$ cat config.mk
export PLATFORM = sky130hd
export DESIGN_NAME = core_launcher
export DESIGN_NICKNAME = d
export VERILOG_FILES = /design/src/rtl/core_launcher.sv
export SDC_FILE = /design/constraint.sdc
export NUM_CORES = 1
export LEC_CHECK = 0
export ABC_AREA = 0
export CAP_MARGIN = 20
export CORE_MARGIN = 2
export CORE_UTILIZATION = 30
export CTS_CLUSTER_SIZE = 28
export DETAILED_ROUTE_END_ITERATION = 7
export REMOVE_ABC_BUFFERS = 1
export SLEW_MARGIN = 20
export SYNTH_ARGS = -nofsm -noshare
export SYNTH_HDL_FRONTEND = slang
export SYNTH_SLANG_ARGS = --single-unit
export TNS_END_PERCENT = 10
$ cat constraint.sdc
create_clock -name clk -period 5.3 [get_ports clk]
set_input_delay 1.06 -clock clk [delete_from_list [all_inputs] [get_ports clk]]
set_output_delay 1.06 -clock clk [all_outputs]
set_load 0.1 [all_outputs]
$ cat src/rtl/core_launcher.sv
`default_nettype none
// ============================================================================
// Module   : core_launcher
// Purpose  : Host-side job sequencer: load image, launch core, time the run,
//            unload a fixed result window.
// Revision : 1.0 - initial release
// ============================================================================
module core_launcher #(
  parameter int AW      = 8,
  parameter int RD_BASE = 64,
  parameter int RD_LEN  = 8,
  parameter int CW      = 16,
  parameter int TIMEOUT = 4095
) (
  input  logic          clk,
  input  logic          reset,
  input  logic          start,
  input  logic          ld_valid,
  output logic          ld_ready,
  input  logic [AW-1:0] ld_addr,
  input  logic [7:0]    ld_data,
  input  logic          ld_last,
  output logic          mem_wr_en,
  output logic [AW-1:0] mem_addr,
  output logic [7:0]    mem_dat_in,
  input  logic [7:0]    mem_dat_out,
  output logic          req,
  input  logic          done,
  output logic          rs_valid,
  input  logic          rs_ready,
  output logic [7:0]    rs_data,
  output logic          rs_last,
  output logic          busy,
  output logic [CW-1:0] cycles,
  output logic          timeout_err
);

  localparam logic [AW-1:0] BASE_C     = AW'(RD_BASE);
  localparam logic [AW-1:0] LAST_IDX_C = AW'(RD_LEN - 1);
  localparam logic [CW-1:0] TMO_C      = CW'(TIMEOUT);

  typedef enum logic [2:0] {
    S_IDLE   = 3'd0,
    S_LOAD   = 3'd1,
    S_LAUNCH = 3'd2,
    S_RUN    = 3'd3,
    S_UNLOAD = 3'd4
  } state_e;

  state_e        state_q;
  logic [AW-1:0] idx_q;
  logic [CW-1:0] cnt_q;
  logic [CW-1:0] cycles_q;
  logic          tmo_q;
  logic          done_q;
  logic          req_q;
  logic          busy_q;
  logic          ld_ready_q;
  logic          rs_valid_q;

  logic          done_rise;
  logic          idx_at_last;

  // A done level that was already high at LAUNCH is absorbed by done_q.
  assign done_rise   = done & ~done_q;
  assign idx_at_last = (idx_q == LAST_IDX_C);

  always_ff @(posedge clk) begin
    if (!reset) begin
      state_q    <= S_IDLE;
      idx_q      <= '0;
      cnt_q      <= '0;
      cycles_q   <= '0;
      tmo_q      <= 1'b0;
      done_q     <= 1'b0;
      req_q      <= 1'b0;
      busy_q     <= 1'b0;
      ld_ready_q <= 1'b0;
      rs_valid_q <= 1'b0;
    end else begin
      done_q <= done;
      req_q  <= 1'b0;
      case (state_q)
        S_IDLE: begin
          if (start) begin
            state_q    <= S_LOAD;
            busy_q     <= 1'b1;
            ld_ready_q <= 1'b1;
            tmo_q      <= 1'b0;
            cnt_q      <= '0;
          end
        end
        S_LOAD: begin
          if (ld_valid && ld_last) begin
            state_q    <= S_LAUNCH;
            ld_ready_q <= 1'b0;
            req_q      <= 1'b1;
          end
        end
        S_LAUNCH: begin
          state_q <= S_RUN;
        end
        S_RUN: begin
          cnt_q <= cnt_q + CW'(1);
          // Completion takes priority over a coincident timeout.
          if (done_rise) begin
            cycles_q   <= cnt_q + CW'(1);
            state_q    <= S_UNLOAD;
            rs_valid_q <= 1'b1;
            idx_q      <= '0;
          end else if (cnt_q == TMO_C) begin
            tmo_q   <= 1'b1;
            state_q <= S_IDLE;
            busy_q  <= 1'b0;
          end
        end
        S_UNLOAD: begin
          if (rs_ready) begin
            if (idx_at_last) begin
              state_q    <= S_IDLE;
              rs_valid_q <= 1'b0;
              busy_q     <= 1'b0;
              idx_q      <= '0;
            end else begin
              idx_q <= idx_q + AW'(1);
            end
          end
        end
        default: begin
          state_q    <= S_IDLE;
          busy_q     <= 1'b0;
          ld_ready_q <= 1'b0;
          rs_valid_q <= 1'b0;
        end
      endcase
    end
  end

  // Load beats pass straight through so the write lands on the handshake edge.
  always_comb begin
    mem_wr_en  = 1'b0;
    mem_addr   = '0;
    mem_dat_in = '0;
    if (state_q == S_LOAD) begin
      mem_wr_en  = ld_valid;
      mem_addr   = ld_addr;
      mem_dat_in = ld_data;
    end else if (state_q == S_UNLOAD) begin
      mem_addr = BASE_C + idx_q;
    end
  end

  assign ld_ready    = ld_ready_q;
  assign req         = req_q;
  assign rs_valid    = rs_valid_q;
  assign rs_data     = rs_valid_q ? mem_dat_out : 8'h00;
  assign rs_last     = rs_valid_q & idx_at_last;
  assign busy        = busy_q;
  assign cycles      = cycles_q;
  assign timeout_err = tmo_q;

endmodule
`default_nettype wire

==> impl_metrics.env <==
export IMPL_timing_hold_worst_class="reg -> reg"
export IMPL_detail_route_drc_violations=0
export IMPL_drive_above_1_share_pct=4.87
export IMPL_yosys_area_share_xor_xnor_pct=4.03
export IMPL_post_drt_wl_per_cell_um=13.6
export IMPL_post_synthesis_adder_cell_area_fraction_pct=1.44
export IMPL_htreeDepth=2
export IMPL_path_class="reg -> out"
export IMPL_grt_pass1_wl_mm=11.4
export IMPL_grt_start_max_net_pins=33
export IMPL_synth_top_family_by_area="simple AND/OR/NAND/NOR gates"
export IMPL_fin_crit_ps=4180
export IMPL_setup_viol=0
export IMPL_required_time_of_the_critical_path_ps=4240
export IMPL_cts_repair_resized=0
export IMPL_worst_skew_pair_late_latency_ps=300
export IMPL_core_area_sq_mm=0.00859
export IMPL_die_w_um=97.2
export IMPL_cts_num_sinks=49
export IMPL_synth_mux_area_fraction_pct=0
export IMPL_total_negative_slack_for_setup_checks_ps=0
export IMPL_placementRows=34
export IMPL_die_height_um=97.2
export IMPL_port_buffer_count=77
export IMPL_place_hpwl_mm=4.79
export IMPL_synth_seq_cells=49
export IMPL_drt_initial_drc_count=186
export IMPL_yosysMostFrequentCell="sky130_fd_sc_hd__dfxtp_1"
export IMPL_place_area_sq_mm=0.00346
export IMPL_fin_skew_ps=7.69
export IMPL_routed_wl_mm=6.76
export IMPL_final_net_count=423
export IMPL_area_growth_syn_to_layout_pct=36.1
export IMPL_ys_top_cells_by_count="sky130_fd_sc_hd__dfxtp_1 (49), sky130_fd_sc_hd__a21oi_1 (27), sky130_fd_sc_hd__o21ai_0 (24)"
export IMPL_clkTransAtPathRegs_ps=90
export IMPL_crit_path_start_kind="register"
export IMPL_grt_usage_pct=14.2
export IMPL_finalMaxSlewViolations=0
export IMPL_synth_top_cells_by_area="sky130_fd_sc_hd__dfxtp_1 (38%), sky130_fd_sc_hd__and2_1 (5.3%), sky130_fd_sc_hd__a21oi_1 (5.2%)"
export IMPL_grt_overflow_total=0
export IMPL_cts_tree="done"
export IMPL_synth_edff_count=0
export IMPL_status="finished clean"
export IMPL_synth_compound_area_share_pct=21.9
export IMPL_cp_data_arrival_time_ps=3120
export IMPL_syn_area_per_cell_sq_um=8.10
export IMPL_synthDominantCellAreaShare_pct=37.6
export IMPL_finish_instance_area_sq_mm=0.00355
export IMPL_start_util_pct=30.3
export IMPL_insertedDiodeCount=0
export IMPL_cts_buffers=5
export IMPL_rsz_0062_raised_after_global_routing="no"
export IMPL_grt_antenna_before_repair=0
export IMPL_fill_cells=856
export IMPL_grt_pass1_vias=2351
export IMPL_post_synth_num_cell_types=52
export IMPL_avgViaCountPerCell=5.10
export IMPL_power_density_relative_to_cell_area_mw_per_mm2=242
export IMPL_post_synth_and_or_nand_nor_area_fraction_pct=30.9
export IMPL_hold_violations=0
export IMPL_endpoint_kind="primary output"
export IMPL_ant_nets=0
export IMPL_clock_fmax_mhz=239
export IMPL_timing_final_crit_share_pct=78.9
export IMPL_netlist_area_before_placement_sq_mm=0.00261
export IMPL_cp_max_fo=18
export IMPL_postCtsSetupBuffers=0
export IMPL_detailedRoute_firstPassIterationCount=4
export IMPL_fin_total_pwr_uw=857
export IMPL_async_flop_share_pct=0
export IMPL_floorplan_die_area_sq_mm=0.00945
export IMPL_worst_slew_pin_slew_ps=1030
export IMPL_top_level_ports=78
export IMPL_vdd_ir_drop_max_uv=122
export IMPL_gp_congestion=0.758
export IMPL_leakage_uw=0.00115
export IMPL_cts_buffer_depth=2
export IMPL_synth_largest_area_cell="sky130_fd_sc_hd__dfxtp_1"
export IMPL_via_count=2540
export IMPL_relSlewSlack_pct=30.5
export IMPL_timing_reg2reg_setup_slack_ps=2880
export IMPL_yosys_warnings=0
export IMPL_cts_hold_buffers_added=0
export IMPL_max_cap_violations=0
export IMPL_synth_sequential_area_ratio_pct=37.6
export IMPL_post_synth_inst_count=322
export IMPL_root_buffer="sky130_fd_sc_hd__clkbuf_8"
export IMPL_synth_ff_type="sky130_fd_sc_hd__dfxtp_1"
final cells by class:
| cell class | count | area, sq um | area share, % |
|---|---|---|---|
| inverters | 8 | 30.0 | 0.846 |
| multi-input cells | 245 | 1530 | 43.0 |
| flip-flops and latches | 49 | 981 | 27.6 |
| clock inverters | 2 | 10.0 | 0.282 |
| clock buffers | 6 | 72.6 | 2.05 |
| repair buffers | 80 | 793 | 22.4 |
| well taps | 108 | 135 | 3.81 |
final timing paths:
path         cells past startpoint     endpoint        from
max                              3  mem_addr[3]  state_q[0]
min                              2    cycles[1]   cycles[1]
max reg2reg                      5     idx_q[2]  state_q[1]
min reg2reg                      2    cycles[1]   cycles[1]
report_power, final:
group          switching, uW  total [uW]  internal (uW)
Combinational            179         252           73.1
Clock                    126         218           91.9
Sequential              11.5         387            376
flip-flops by register name (all words and copies together), names as in the netlist:
| signal | count |
|---|---|
| timeout_err | 1 |
| req | 1 |
| idx_q | 8 |
| done_q | 1 |
| state_q | 3 |
| ld_ready | 1 |
| busy | 1 |
| cycles | 16 |
| rs_valid | 1 |
| cnt_q | 16 |
cell families after synthesis:
family,after synthesis
buffers and inverters,28
DFF,49
adders and majority gates,3
xor gates and xnor gates,12
AOI/OAI and AO/OA,92
and+or+nand+nor,138
per-stage QoR:
stage	setup WS [ps]	std cells	hold WS [ps]	utilization, %
global placement	1440	490	454	40.3
global route	894	498	493	41.3
CTS	1080	498	467	41.2
floorplan	1060	302	452	-
detailed placement	1430	490	455	40.3
finish	1120	498	463	41.3
metal layers:
layer	routed length [um]	vias to the layer above	GRT usage, %
met2	3050	69	22.6
met1	3320	1163	19.7
met5	0	-	0
li1	-	1306	-
met4	27	0	2.99
met3	369	2	3.45
cells in the final DEF, fill, tap and decap left out, types with 6 or more instances in the layout:
cell,count
sky130_fd_sc_hd__clkdlybuf4s50_1,77
sky130_fd_sc_hd__dfxtp_1,49
sky130_fd_sc_hd__a21oi_1,27
sky130_fd_sc_hd__o21ai_0,24
sky130_fd_sc_hd__and2_1,22
sky130_fd_sc_hd__nor2_1,22
sky130_fd_sc_hd__nand2_1,20
sky130_fd_sc_hd__xnor2_1,11
sky130_fd_sc_hd__nand3_1,10
sky130_fd_sc_hd__nor3_1,9
sky130_fd_sc_hd__inv_1,8
sky130_fd_sc_hd__a22o_1,7
sky130_fd_sc_hd__a31oi_1,7
sky130_fd_sc_hd__a211oi_1,7
sky130_fd_sc_hd__nand2b_1,6
sky130_fd_sc_hd__nand4b_1,6
sky130_fd_sc_hd__or3_1,6
critical path, stage by stage, from the launching register on:
cell                              delay [ps]
sky130_fd_sc_hd__dfxtp_1                 620
sky130_fd_sc_hd__nor3b_2                 820
sky130_fd_sc_hd__a22o_1                  260
sky130_fd_sc_hd__clkdlybuf4s50_1        1130
Note: power is estimated with default switching activity, not from simulation.
